[config.mk]
export PLATFORM = sky130hd
export DESIGN_NAME = mem_arbiter
export DESIGN_NICKNAME = d
export VERILOG_FILES = /design/src/rtl/mem_arbiter.sv
export SDC_FILE = /design/constraint.sdc
export NUM_CORES = 1
export LEC_CHECK = 0
export BUFFER_PORTS_ARGS = -buffer_cell sky130_fd_sc_hd__buf_2
export CORE_AREA = 2 2 64 66
export DETAILED_ROUTE_END_ITERATION = 16
export DIE_AREA = 0 0 66 68
export PLACE_DENSITY = 0.94
export SLEW_MARGIN = 20
export SYNTH_ARGS = -nofsm -noshare
export SYNTH_HDL_FRONTEND = slang
export SYNTH_SLANG_ARGS = --single-unit
[constraint.sdc]
create_clock -name clk -period 5.3 [get_ports clk]
set_input_delay 1.06 -clock clk [delete_from_list [all_inputs] [get_ports clk]]
set_output_delay 1.06 -clock clk [all_outputs]
set_load 0.02 [all_outputs]
[src/rtl/mem_arbiter.sv]
// Two-requester (CPU/DMA) arbiter for a single shared synchronous memory port.
// Alternating priority, with a bounded DMA burst before a waiting CPU is served.
module mem_arbiter #(
  parameter int unsigned ADDR_W    = 16,
  parameter int unsigned DATA_W    = 8,
  parameter int unsigned MAX_BURST = 4
) (
  input  logic              clk,
  input  logic              reset,
  input  logic              cpu_req,
  input  logic [ADDR_W-1:0] cpu_addr,
  input  logic              cpu_we,
  input  logic [DATA_W-1:0] cpu_wdata,
  output logic              cpu_gnt,
  output logic              cpu_rvalid,
  output logic [DATA_W-1:0] cpu_rdata,
  input  logic              dma_req,
  input  logic [ADDR_W-1:0] dma_addr,
  input  logic              dma_we,
  input  logic [DATA_W-1:0] dma_wdata,
  output logic              dma_gnt,
  output logic              dma_rvalid,
  output logic [DATA_W-1:0] dma_rdata,
  output logic [ADDR_W-1:0] mem_addr,
  output logic              mem_we,
  output logic [DATA_W-1:0] mem_wdata,
  input  logic [DATA_W-1:0] mem_rdata
);

  localparam int unsigned CNT_W = $clog2(MAX_BURST + 1);

  typedef enum logic [1:0] {S_IDLE, S_CPU, S_DMA} owner_t;

  owner_t             state_q, state_d;
  logic [CNT_W-1:0]   burst_cnt_q, burst_cnt_d;
  logic [ADDR_W-1:0]  mem_addr_q, mem_addr_d;
  logic               mem_we_q, mem_we_d;
  logic [DATA_W-1:0]  mem_wdata_q, mem_wdata_d;
  logic               cpu_rvalid_q, cpu_rvalid_d;
  logic               dma_rvalid_q, dma_rvalid_d;
  logic               win_cpu, win_dma;

  always_comb begin
    win_cpu = 1'b0;
    win_dma = 1'b0;
    case (state_q)
      S_CPU: begin
        if (dma_req)      win_dma = 1'b1;
        else if (cpu_req) win_cpu = 1'b1;
      end
      S_DMA: begin
        // A waiting CPU preempts only once the DMA burst budget is exhausted
        if (cpu_req && (burst_cnt_q == CNT_W'(MAX_BURST))) win_cpu = 1'b1;
        else if (dma_req)                                  win_dma = 1'b1;
        else if (cpu_req)                                  win_cpu = 1'b1;
      end
      default: begin
        if (cpu_req)      win_cpu = 1'b1;
        else if (dma_req) win_dma = 1'b1;
      end
    endcase
  end

  assign cpu_gnt = win_cpu & ~reset;
  assign dma_gnt = win_dma & ~reset;

  always_comb begin
    state_d      = S_IDLE;
    burst_cnt_d  = '0;
    mem_addr_d   = mem_addr_q;
    mem_we_d     = 1'b0;
    mem_wdata_d  = mem_wdata_q;
    cpu_rvalid_d = 1'b0;
    dma_rvalid_d = 1'b0;
    if (cpu_gnt) begin
      state_d      = S_CPU;
      mem_addr_d   = cpu_addr;
      mem_we_d     = cpu_we;
      mem_wdata_d  = cpu_wdata;
      cpu_rvalid_d = ~cpu_we;
    end else if (dma_gnt) begin
      state_d      = S_DMA;
      burst_cnt_d  = (burst_cnt_q == CNT_W'(MAX_BURST)) ? burst_cnt_q
                                                        : burst_cnt_q + CNT_W'(1);
      mem_addr_d   = dma_addr;
      mem_we_d     = dma_we;
      mem_wdata_d  = dma_wdata;
      dma_rvalid_d = ~dma_we;
    end
  end

  always_ff @(posedge clk or posedge reset) begin
    if (reset) begin
      state_q      <= S_IDLE;
      burst_cnt_q  <= '0;
      mem_addr_q   <= '0;
      mem_we_q     <= 1'b0;
      mem_wdata_q  <= '0;
      cpu_rvalid_q <= 1'b0;
      dma_rvalid_q <= 1'b0;
    end else begin
      state_q      <= state_d;
      burst_cnt_q  <= burst_cnt_d;
      mem_addr_q   <= mem_addr_d;
      mem_we_q     <= mem_we_d;
      mem_wdata_q  <= mem_wdata_d;
      cpu_rvalid_q <= cpu_rvalid_d;
      dma_rvalid_q <= dma_rvalid_d;
    end
  end

  assign mem_addr   = mem_addr_q;
  assign mem_we     = mem_we_q;
  assign mem_wdata  = mem_wdata_q;
  assign cpu_rvalid = cpu_rvalid_q;
  assign dma_rvalid = dma_rvalid_q;
  assign cpu_rdata  = mem_rdata;
  assign dma_rdata  = mem_rdata;

endmodule

==> results.cfg <==
[yosys]
synth_area_leaders = dfrtp_1 48%, o221a_2 16%, nand2b_1 9.8%
synth_nets = 210
ys_warn_count = 0
syn_area_mm2 = 0.00166
yosys.area.top_type = dfrtp_1
synthDistinctLibCells = 23
synth_seq_cells = 32
avgSynthCellArea_um2 = 11.5
syn_inst = 144
yosys.area.top_type_share_pct = 48.3
synth-seq-area-share_pct = 48.3

[clock_tree]
root_buffer = clkbuf_8
post_cts_buffers = 0
cts_tree = done
clkTransAtPathRegs_ns = 0.06
clock_latency_ns = 0.28
cts-htree-levels = 2
cts_resized = 0
cts_made_buffers = 5
cts_buffer_depth = 2
cts_sinks = 32
postCtsHoldBufs = 0

[worst_setup_path]
critPathKind = input pin to primary output
crit_path_end = cpu_gnt
rr_worst_depth = 7
startpoint = dma_req
timing.rr.end = mem_wdata[3]$_DFFE_PP0P_
rrSetupSlack_ns = 3.42
rr_startpoint = state_q[0]$_DFF_PP0_
start_kind = input pin
cp.arrival_ns = 2.21
cp_max_fo = 29
worstPathRequired_ns = 4.24
end_kind = primary output

[placed_design]
gp_congestion = 0.719
io_buffers = 82
hpwl_mm = 2.57

[route]
drt_iter0_markers = 70
vias = 1311
viasPerCell = 4.97
routed_wl_mm = 3.62
final_antenna_net_count = 0
firstDrtPassIters = 4
routedWlPerCell_um = 13.7
drc = 0

[timing]
fmax_mhz = 305
hold_violations = 0
finalMaxSlewViolations = 0
worst-slew-pin-transition_ns = 0.397
rsz0062_at_grt = no
whs_ns = 0.549
maxSlewHeadroom_pct = 73.5
fin_crit_ns = 3.27
fin_crit_sh_pct = 61.8
finalSetupTns_ns = 0
fin_worst_skew_ns = 0.00743
finalSetupViolCount = 0

[global_routing]
grt_max_degree = 33
grt_overflow_total = 0
antenna_found_initial = 0
grt_pass1_wl_mm = 5.50
track_usage_pct = 16.7
grt_pass1_vias = 1213

[finish]
nFillCells = 347
antenna_cells = 0
area_growth_pct = 24.4
drive_gt1_share_pct = 56.1
final_nets = 280

[worst_hold_path]
hp-start = mem_wdata[4]$_DFFE_PP0P_
hold_class = register to register

[floorplanning]
fp-row-count = 23
die_w_um = 66
coreArea_mm2 = 0.00386
die_h_um = 68
die_area_mm2 = 0.00449
num_io_pins = 107
start_util_pct = 43.0

[power_and_ir_drop]
ir_worst_vdd_mv = 0.175
finalPower_w = 0.000725
p_per_area_mw_per_mm2 = 351
leakage_nw = 0.975

[run]
cap_violations = 0

[status]
status = completed
## Yosys cell counts
| cell type | n |
|---|---|
| dfrtp_1 | 32 |
| nand2b_1 | 26 |
| o221a_2 | 24 |
| buf_4 | 16 |
| inv_1 | 7 |
| nor2_1 | 7 |
| buf_6 | 4 |
| ha_1 | 4 |
| nand2_1 | 4 |
| buf_2 | 3 |
| a21oi_1 | 2 |
| nor2b_1 | 2 |
| nor3_1 | 2 |
| o21ai_1 | 2 |
| a21bo_1 | 1 |
| a221oi_4 | 1 |
| and2_1 | 1 |
| nand2_2 | 1 |
| nand3_1 | 1 |
| nor3_2 | 1 |
| nor3b_1 | 1 |
| o21ai_0 | 1 |
| xnor2_1 | 1 |
## registers in the layout, indices dropped and copies added, names as in the netlist
name	count
cpu_rvalid	1
mem_addr	16
mem_wdata	8
mem_we	1
dma_rvalid	1
burst_cnt_q	3
state_q	2
## where the power goes
part	internal [W]	switching (W)	total, W
clock network	0.0000890	0.0000811	0.000170
registers	0.000293	0.0000262	0.000319
logic	0.000104	0.000131	0.000236
total	0.000487	0.000238	0.000725
## metrics by stage
| step | setup WS, ns | std cells | util (%) | instance area (um^2) |
|---|---|---|---|---|
| after detailed placement | 2.02 | 257 | 51.5 | 1990 |
| after CTS | 2.02 | 264 | 53.5 | 2060 |
| after global routing | 1.94 | 264 | 53.5 | 2060 |
| final | 2.03 | 264 | 53.5 | 2060 |
| after global placement | 2.06 | 257 | 51.5 | 1990 |
| after floorplan | 2.36 | 144 | - | 1660 |
## worst min path at each step
stage	slack, ns	to	cells after the start
floorplan	0.54	burst_cnt_q[0]$_DFFE_PP0P_	2
global placement	0.53	mem_addr[7]$_DFFE_PP0P_	1
detailed placement	0.53	mem_addr[3]$_DFFE_PP0P_	1
CTS	0.55	mem_wdata[5]$_DFFE_PP0P_	1
global route	0.56	mem_wdata[3]$_DFFE_PP0P_	1
finish	0.55	mem_wdata[4]$_DFFE_PP0P_	1
## layout make-up
cell class	instances	area [um^2]	share of cell area, %
clock buffers	6	72.6	3.52
flip-flops and latches	32	801	38.8
well taps	50	62.6	3.03
multi-input cells	82	656	31.8
clock inverters	1	5.00	0.243
inverters	7	26.3	1.27
repair buffers	86	440	21.3
## cell families (layout without fill, tap and decap cells)
kind of cell               Yosys count  in the layout  synth area share, %
DFF                                 32             32                 48.3
and+or+nand+nor                     46             46                 15.8
xor gates and xnor gates             1              1                0.528
AOI/OAI and AO/OA                   31             31                 20.0
buffers and inverters               30            100                 12.4
adders and majority gates            4              4                 3.02
## per-layer routing
metal / wire length, um / share of wire (%) / track usage [%] / up-vias
li1: - / - / - / 631
met1: 1530 / 42 / 19.7 / 617
met2: 1730 / 48 / 27.1 / 53
met3: 277 / 7.6 / 6.09 / 10
met4: 91 / 2.5 / 7.91 / 0
met5: 0 / 0 / 0 / -
## layout by cell type (no fill, tap or decap)
master	synthesis	layout
nor3_1	2	2
xnor2_1	1	1
o21ai_0	1	1
nor2b_1	2	2
a221oi_4	1	1
nand2_1	4	4
nor3_2	1	1
inv_1	7	7
nor2_1	7	7
and2_1	1	1
o21ai_2	0	1
nor3b_1	1	1
a21bo_1	1	1
nand3_1	1	1
nand2_2	1	1
dfrtp_1	32	32
ha_1	4	4
buf_4	16	4
clkbuf_1	0	1
a21oi_1	2	2
o21ai_1	2	1
o221a_2	24	24
nand2b_1	26	26
buf_2	3	82
clkinv_2	0	1
clkbuf_8	0	5
## worst max-delay path, stage by stage
cell	delay [ns]
buf_2	0.12
nand2b_1	0.17
a221oi_4	0.29
buf_4	0.34
buf_2	0.23
Power figures use the tool's default switching activity.
